==> config.mk <==
export PLATFORM = sky130hd
export DESIGN_NAME = ram_fifo_ctrl_flat
export DESIGN_NICKNAME = d
export VERILOG_FILES = /design/src/rtl/ram_fifo_ctrl_if.sv /design/src/rtl/ram_fifo_ctrl.sv /design/src/flat_wrapper.sv
export SDC_FILE = /design/constraint.sdc
export NUM_CORES = 1
export LEC_CHECK = 0
export ABC_AREA = 1
export CORE_MARGIN = 5
export CORE_UTILIZATION = 32
export CTS_BUF_LIST = sky130_fd_sc_hd__clkbuf_8
export DETAILED_ROUTE_END_ITERATION = 8
export PLACE_DENSITY = 0.9
export SLEW_MARGIN = 10
export SYNTH_ARGS = -nofsm -noshare
export SYNTH_HDL_FRONTEND = slang
export SYNTH_SLANG_ARGS = --single-unit
==> constraint.sdc <==
create_clock -name clk -period 1.85 [get_ports clk]
set_input_delay 0.185 -clock clk [delete_from_list [all_inputs] [get_ports clk]]
set_output_delay 0.185 -clock clk [all_outputs]
set_load 0.005 [all_outputs]
==> src/rtl/ram_fifo_ctrl_if.sv <==
// Bundle of FIFO handshake, status and RAM-port signals shared by the controller and its user.
// The slave modport is the controller; the master modport is the user plus the RAM read-data return.
interface ram_fifo_ctrl_if #(
  parameter int DW = 16,
  parameter int AW = 3
);
  logic          push;
  logic [DW-1:0] din;
  logic          pop;
  logic          err_clr;
  logic          ram_we;
  logic [AW-1:0] ram_wr_addr;
  logic [DW-1:0] ram_din;
  logic          ram_re;
  logic [AW-1:0] ram_rd_addr;
  logic [DW-1:0] ram_dout;
  logic [DW-1:0] dout;
  logic          dout_valid;
  logic          full;
  logic          empty;
  logic          almost_full;
  logic [AW:0]   count;
  logic          overflow;
  logic          underflow;

  // Handshake: a push/pop request is taken in the cycle it is high if the FIFO
  // can accept it (ram_we/ram_re show acceptance); read data arrives on dout
  // one cycle after an accepted pop, marked by dout_valid.
  modport slave (
    input  push, din, pop, err_clr, ram_dout,
    output ram_we, ram_wr_addr, ram_din, ram_re, ram_rd_addr,
           dout, dout_valid, full, empty, almost_full, count,
           overflow, underflow
  );

  modport master (
    output push, din, pop, err_clr, ram_dout,
    input  ram_we, ram_wr_addr, ram_din, ram_re, ram_rd_addr,
           dout, dout_valid, full, empty, almost_full, count,
           overflow, underflow
  );
endinterface

==> src/rtl/ram_fifo_ctrl.sv <==
// FIFO controller driving an external dual-port RAM with registered read output.
// Tracks occupancy, generates RAM port controls, read-valid strobe and sticky error flags.
module ram_fifo_ctrl #(
  parameter int DW       = 16,
  parameter int AW       = 3,
  parameter int AFULL_TH = 6
) (
  input  logic            clk,
  input  logic            clr_n,
  ram_fifo_ctrl_if.slave  bus
);
  localparam logic [AW:0] LP_DEPTH = (AW+1)'(1 << AW);
  localparam logic [AW:0] LP_AFULL = (AW+1)'(AFULL_TH);
  localparam logic [AW:0] LP_ONE   = (AW+1)'(1);

  logic [AW-1:0] r_wr_ptr;
  logic [AW-1:0] r_rd_ptr;
  logic [AW:0]   r_count;
  logic          r_dout_valid;
  logic          r_overflow;
  logic          r_underflow;

  logic          w_full;
  logic          w_empty;
  logic          w_almost_full;
  logic          w_push_ok;
  logic          w_pop_ok;
  logic          w_ovf_set;
  logic          w_unf_set;
  logic [AW:0]   w_count_nxt;
  logic [DW-1:0] w_din;
  logic [DW-1:0] w_rdata;

  // Status flags decode only from the registered count, so they never glitch.
  always_comb begin
    w_full        = (r_count == LP_DEPTH);
    w_empty       = (r_count == '0);
    w_almost_full = (r_count >= LP_AFULL);
  end

  // A pop on a full FIFO frees a slot in the same cycle, so a push is still taken.
  always_comb begin
    w_pop_ok  = bus.pop & ~w_empty;
    w_push_ok = bus.push & (~w_full | w_pop_ok);
    w_ovf_set = bus.push & w_full & ~w_pop_ok;
    w_unf_set = bus.pop & w_empty;
  end

  always_comb begin
    w_count_nxt = r_count;
    case ({w_push_ok, w_pop_ok})
      2'b10:   w_count_nxt = r_count + LP_ONE;
      2'b01:   w_count_nxt = r_count - LP_ONE;
      default: w_count_nxt = r_count;
    endcase
  end

  always_ff @(posedge clk or negedge clr_n) begin
    if (!clr_n) begin
      r_wr_ptr     <= '0;
      r_rd_ptr     <= '0;
      r_count      <= '0;
      r_dout_valid <= 1'b0;
    end else begin
      if (w_push_ok) r_wr_ptr <= r_wr_ptr + AW'(1);
      if (w_pop_ok)  r_rd_ptr <= r_rd_ptr + AW'(1);
      r_count      <= w_count_nxt;
      r_dout_valid <= w_pop_ok;
    end
  end

  // A new error in the same cycle as err_clr must survive the clear.
  always_ff @(posedge clk or negedge clr_n) begin
    if (!clr_n) begin
      r_overflow  <= 1'b0;
      r_underflow <= 1'b0;
    end else begin
      if (w_ovf_set)        r_overflow <= 1'b1;
      else if (bus.err_clr) r_overflow <= 1'b0;
      if (w_unf_set)        r_underflow <= 1'b1;
      else if (bus.err_clr) r_underflow <= 1'b0;
    end
  end

  assign w_din   = bus.din;
  assign w_rdata = bus.ram_dout;

  assign bus.ram_we      = w_push_ok;
  assign bus.ram_wr_addr = r_wr_ptr;
  assign bus.ram_din     = w_din;
  assign bus.ram_re      = w_pop_ok;
  assign bus.ram_rd_addr = r_rd_ptr;
  assign bus.dout        = w_rdata;
  assign bus.dout_valid  = r_dout_valid;
  assign bus.full        = w_full;
  assign bus.empty       = w_empty;
  assign bus.almost_full = w_almost_full;
  assign bus.count       = r_count;
  assign bus.overflow    = r_overflow;
  assign bus.underflow   = r_underflow;
endmodule

==> src/flat_wrapper.sv <==
// flat-port wrapper written by rule: the top's interface ports become plain ports
module ram_fifo_ctrl_flat 
#(
  parameter int DW       = 16,
  parameter int AW       = 3,
  parameter int AFULL_TH = 6
)
  (clk, clr_n, bus_push, bus_din, bus_pop, bus_err_clr, bus_ram_dout, bus_ram_we, bus_ram_wr_addr, bus_ram_din, bus_ram_re, bus_ram_rd_addr, bus_dout, bus_dout_valid, bus_full, bus_empty, bus_almost_full, bus_count, bus_overflow, bus_underflow);
  ram_fifo_ctrl_if #(.DW(DW), .AW(AW)) bus_i ();
  input  logic clk;
  input  logic clr_n;
  input wire logic [$bits(bus_i.push)-1:0] bus_push;
  input wire logic [$bits(bus_i.din)-1:0] bus_din;
  input wire logic [$bits(bus_i.pop)-1:0] bus_pop;
  input wire logic [$bits(bus_i.err_clr)-1:0] bus_err_clr;
  input wire logic [$bits(bus_i.ram_dout)-1:0] bus_ram_dout;
  output wire logic [$bits(bus_i.ram_we)-1:0] bus_ram_we;
  output wire logic [$bits(bus_i.ram_wr_addr)-1:0] bus_ram_wr_addr;
  output wire logic [$bits(bus_i.ram_din)-1:0] bus_ram_din;
  output wire logic [$bits(bus_i.ram_re)-1:0] bus_ram_re;
  output wire logic [$bits(bus_i.ram_rd_addr)-1:0] bus_ram_rd_addr;
  output wire logic [$bits(bus_i.dout)-1:0] bus_dout;
  output wire logic [$bits(bus_i.dout_valid)-1:0] bus_dout_valid;
  output wire logic [$bits(bus_i.full)-1:0] bus_full;
  output wire logic [$bits(bus_i.empty)-1:0] bus_empty;
  output wire logic [$bits(bus_i.almost_full)-1:0] bus_almost_full;
  output wire logic [$bits(bus_i.count)-1:0] bus_count;
  output wire logic [$bits(bus_i.overflow)-1:0] bus_overflow;
  output wire logic [$bits(bus_i.underflow)-1:0] bus_underflow;
  assign bus_i.push = bus_push;
  assign bus_i.din = bus_din;
  assign bus_i.pop = bus_pop;
  assign bus_i.err_clr = bus_err_clr;
  assign bus_i.ram_dout = bus_ram_dout;
  assign bus_ram_we = bus_i.ram_we;
  assign bus_ram_wr_addr = bus_i.ram_wr_addr;
  assign bus_ram_din = bus_i.ram_din;
  assign bus_ram_re = bus_i.ram_re;
  assign bus_ram_rd_addr = bus_i.ram_rd_addr;
  assign bus_dout = bus_i.dout;
  assign bus_dout_valid = bus_i.dout_valid;
  assign bus_full = bus_i.full;
  assign bus_empty = bus_i.empty;
  assign bus_almost_full = bus_i.almost_full;
  assign bus_count = bus_i.count;
  assign bus_overflow = bus_i.overflow;
  assign bus_underflow = bus_i.underflow;
  ram_fifo_ctrl #(.DW(DW), .AW(AW), .AFULL_TH(AFULL_TH)) u_core (.clk(clk), .clr_n(clr_n), .bus(bus_i));
endmodule
# Yosys cells after proc, flatten, opt, wreduce, memory -nomap -nowiden

Cells that the tools add are included.

Flip-flop bits (word level): 13
Input bits: 37
Output and inout bits: 50
Word-level logic and storage cells: 31

Add/subtract/negate cells: 4
Magnitude comparators: 1
Equal/unequal tests: 3
Mux-type cells: 4
Bitwise logic cells: 9
Reduce and logical (&&, ||, !) cells: 4

Operator list:

| operator            | count |
|---|---|
| $pmux 4 s2          | 1 |
| $add 3x1->3 const B | 2 |
| $reduce_bool 2->1   | 3 |
| $and 1x1->1         | 5 |
| $add 4x1->4 const B | 1 |
| $eq 4x4->1 const B  | 1 |
| $ge 4x3->1 const B  | 1 |
| $logic_not 4->1     | 1 |
| $sub 4x1->4 const B | 1 |
| $mux 1              | 3 |
| $not 1->1           | 3 |
| $eq 2x1->1 const B  | 1 |
| $eq 2x2->1 const B  | 1 |
| $or 1x1->1          | 1 |

# Longest topological paths before layout

Gate-level depths: netlist (run 1).

Word-level depth: 7
Gate-level depth with buffers: 12
Gate-level depth less buffers: 12

# Worst setup path after synthesis (run 1)

OpenSTA, ideal clock, no wires.

Path type: flip-flop to flip-flop
Start: reg u_core.r_count[0] (netlist: u_core.bus.count[0])
End: reg u_core.r_count[2] (netlist: u_core.bus.count[2])
Setup time: 121 ps
Arrival: 1454 ps
Required time: 1729 ps
Slack: 275 ps
Cell stages (with the launch flop): 13
Path buffers: 0
Clock period less this slack: 1575 ps
Cells stage by stage: dfrtp_1 -> nor2_1 -> nand2_4 -> nand3_4 -> nand2_1 -> nand2_1 -> inv_2 -> ha_1 -> inv_1 -> nand2_1 -> xnor2_1 -> nand2_1 -> o21ai_1

Longest elaborated chain between the ends: 7
Elaborated cells on any way between the ends: 13
Those cells by class: add/sub: 2; eq/ne: 3; mux: 1; bitwise: 5; reduce/logical: 2

Ends and longest elaborated chain:

| element                                         | line                | source |
|---|---|---|
| from (decl)                                     | ram_fifo_ctrl.sv:18 | `logic [AW:0] r_count;` |
| from (signal assigned)                          | ram_fifo_ctrl.sv:67 | `r_count <= w_count_nxt;` |
| $logic_not 4->1                                 | ram_fifo_ctrl.sv:37 | `w_empty = (r_count == '0);` |
| $not 1->1                                       | ram_fifo_ctrl.sv:43 | `w_pop_ok = bus.pop & ~w_empty;` |
| $and 1x1->1                                     | ram_fifo_ctrl.sv:43 |  |
| $or 1x1->1                                      | ram_fifo_ctrl.sv:44 | `w_push_ok = bus.push & (~w_full \| w_pop_ok);` |
| $and 1x1->1                                     | ram_fifo_ctrl.sv:44 |  |
| $eq 2x1->1 or $eq 2x2->1 (tied branches)        | ram_fifo_ctrl.sv:51 | `case ({w_push_ok, w_pop_ok})` |
| $pmux 4 s2 or $reduce_bool 2->1 (tied branches) | --                  |  |

Parallel ways exist; a longest one is shown, timed or not.
A chain may end at the register's enable or synchronous reset.

# Worst setup path in the final report (run 1)

Start: reg u_core.r_count[3] (netlist: u_core.bus.count[3])
End: out bus_ram_we

Longest elaborated chain between the ends: 5
Elaborated cells on any way between the ends: 7
Those cells by class: eq/ne: 1; bitwise: 5; reduce/logical: 1

Ends and longest elaborated chain:

| element         | line                | source |
|---|---|---|
| $logic_not 4->1 | ram_fifo_ctrl.sv:37 |  |
| $not 1->1       | ram_fifo_ctrl.sv:43 |  |
| $and 1x1->1     | ram_fifo_ctrl.sv:43 |  |
| $or 1x1->1 *    | ram_fifo_ctrl.sv:44 |  |
| $and 1x1->1 *   | ram_fifo_ctrl.sv:44 |  |
| to (decl)       | flat_wrapper.sv:17  | `output wire logic [$bits(bus_i.ram_we)-1:0] bus_ram_we;` |

Mark *: on every way between the ends. The rest lies on a longest branch, timed or not.

==> impl_metrics.yaml, run 1 <==
outcome:
  status: "completed"
timing:
  finalMaxSlewViolations: 0
  hold_viol_final: 0
  setup_slack_ns: 0.0363
  finClkSkew_ns: 0.00368
  slew_headroom_pct: 62.2
  setup_tns_ns: 0
  fin_crit_sh_pct: 98.0
  finalSetupViolations: 0
  worst_pin_slew_ns: 0.565
  post-route-min-period_ns: 1.81
  max_freq_mhz: 551
  rsz0062_at_grt: "yes"
synth:
  syn_area_per_cell_sq_um: 8.56
  ys.warnings.count: 0
  muxShareOfSynthArea_pct: 0
  synth_cell_types: 20
  synthSimpleGateAreaFrac_pct: 20.3
  synth_adder_area_share_pct: 3.95
  synthCells: 111
  yosys.area.top_type: "dfrtp_1"
  ys_ff_latch: 13
  synth_fp_nets: 151
  synth_top_family_by_area: "buffers and inverters"
  synth-xor-area-share_pct: 6.46
  yosysSeqAreaShare_pct: 34.3
  syn-cell-area_sq_um: 950
  yosys.area.top_type_share_pct: 34.3
  synth_compound_area_share_pct: 4.22
  netlist_top_cells_area: "dfrtp_1, buf_4, nand2_1, xnor2_1, ha_1"
drt:
  post_drt_wl_per_cell_um: 12.0
  drtIter0Drc: 7
  wirelength_um: 1720
  vias: 639
  ant_nets: 0
  drc: 0
  dr.pass1.iters: 2
  vias_per_cell: 4.47
setup_path:
  start_kind: "register"
  crit_type: "reg -> out"
  crit_fanout: 4
  timing.rr.start: "u_core.bus.count[2]$_DFFE_PN0P_"
  cp-startpoint: "u_core.bus.count[3]$_DFFE_PN0P_"
  crit_required_ns: 1.66
  arrival_ns: 1.63
  critPathCaptureType: "primary output"
  reg2reg_depth: 12
layout:
  fin_area_sq_um: 1090
  fin_nets: 153
  syn2layout_area_growth_pct: 14.8
  num-fill-cells: 280
  drive_gt1_share_pct: 25.9
  diodes: 0
  final_util_pct: 38.8
place:
  post-place-ws_ns: 0.0769
  place_area_sq_um: 998
  port-buffer-count: 22
  globalplace.congestion: 0.746
  hpwlAfterDp_um: 1330
power_and_ir_drop:
  ir_worst_vdd_uv: 338
  power.leakage_uw: 0.000533
  comb_power_share_pct: 54.5
  p_switching_uw: 652
  power.density_nw_per_um2: 1620
  switching_share_pct: 36.9
  pwr-share-seq_pct: 31.7
  internal_power_uw: 1110
  power_uw: 1770
  clkPwrFrac_pct: 13.9
global_routing:
  grt_usage_pct: 9.10
  antenna_found_initial: 0
  grt_max_degree: 14
  grt_pass1_wl_um: 3030
  grt_pass1_vias: 670
  grt.overflow.total: 0
flow_run:
  cap_violations: 0
clock_tree:
  clk_latency_ns: 0.24
  htree_num_levels: 1
  cts.clk_slew.worst_paths_ns: 0.05
  cts_buffers: 3
  clock-sinks: 13
  postCtsHoldBufs: 0
  cts_tree: "yes"
  cts_root_buf: "clkbuf_8"
  clk_path_buf_depth: 2
die:
  design.portCount: 87
  die_area_sq_um: 4160
  rows: 19
  coreArea_sq_um: 2810
  die_h_um: 64.5
  die_w_um: 64.5
  initial_core_util_pct: 33.9
worst_hold_path:
  hold_path_class: "in -> async"
## timing repair
action,4_1_cts,5_1_grt
setup endpoints to repair,1,3
hold endpoints to repair,0,0
gates resized for setup,2,7
pin swaps,2,1
setup buffers,2,1
## cell usage after synthesis (all sizes together)
master	n
inv	14
ha	3
nor2	3
o21ai	4
nand3	6
dfrtp	13
xor2	2
o22ai	2
nor4	1
buf	32
o211ai	1
nand4	2
xnor2	5
nand2	23
## cells in the final DEF, fill, tap and decap left out, drive strengths merged
master and count:
nand2 23, clkdlybuf4s50 20, inv 15, dfrtp 13, buf 7, nand3 6, xnor2 5, o21ai 4
ha 3, clkbuf 3, nor2 3, nand4 2, o22ai 2, xor2 2, nor4 1, o211ai 1
dlymetal6s2s 1, dlygate4sd2 1
## cells by family (layout without fill, tap and decap cells)
group                      Yosys count  count (layout)
adders and majority gates            3               3
DFF                                 13              13
buffers and inverters               46              47
xor gates and xnor gates             7               7
and+or+nand+nor                     35              35
AOI/OAI and AO/OA                    7               7
## stage by stage
stage,hold WS (ns),instances
after CTS,0.331,142
final,0.307,143
after detailed placement,0.370,136
after global routing,0.363,143
after floorplan,-0.111,111
after global placement,0.370,136
## layer usage
metal  share of wire, %  GRT usage, %
met1                 40          9.52
met2                 48          15.5
met3                9.7          2.76
met4                2.3          6.60
met5                  0             0
## path summary, 6_finish.rpt
kind / endpoint / slack, ns
min in group clk: bus_dout[10] / 0.37
max reg2reg: u_core.bus.count[2]$_DFFE_PN0P_ / 0.26
max: bus_ram_we / 0.04
max in group asynchronous: u_core.bus.count[2]$_DFFE_PN0P_ / 1.14
min reg2reg: u_core.bus.ram_wr_addr[2]$_DFFE_PN0P_ / 0.47
min: u_core.bus.ram_wr_addr[2]$_DFFE_PN0P_ / 0.31
## worst max-delay path: stages (launching register included)
cell	delay [ns]
dfrtp_2	0.40
inv_2	0.07
nor4_4	0.31
buf_4	0.16
nand2_2	0.07
nand2_4	0.08
inv_2	0.05
dlygate4sd2_1	0.26
## registers in the layout, summed over array words and instances, names as in the netlist
register                count
u_core.bus.dout_valid       1
u_core.bus.ram_rd_addr      3
u_core.bus.overflow         1
u_core.bus.count            4
u_core.bus.ram_wr_addr      3
u_core.bus.underflow        1
## layout make-up
| type | count | area [sq um] | area share, % |
|---|---|---|---|
| clock buffer | 3 | 41.3 | 3.79 |
| clock inverter | 1 | 3.75 | 0.344 |
| inverter | 14 | 52.6 | 4.82 |
| multi-input combinational | 52 | 350 | 32.1 |
| sequential | 13 | 329 | 30.2 |
| tap | 31 | 38.8 | 3.56 |
| timing repair buffer | 29 | 274 | 25.1 |
## power by group through the flow
stage	Sequential, uW	Combinational (uW)	Clock [uW]
3_5_place_dp	541	937	0
6_report	559	962	245
4_1_cts	548	967	255
5_1_grt	585	1090	264
3_3_place_gp	534	919	0
2_1_floorplan	553	502	0
Note: power is estimated with default switching activity, not from simulation.
==> run 2, diff against run 1 <==
Settings changed: CTS_CLUSTER_SIZE set to 20.
==> results of run 2 <==
Same layout as run 1: the final DEF is identical, and so are final timing and power.
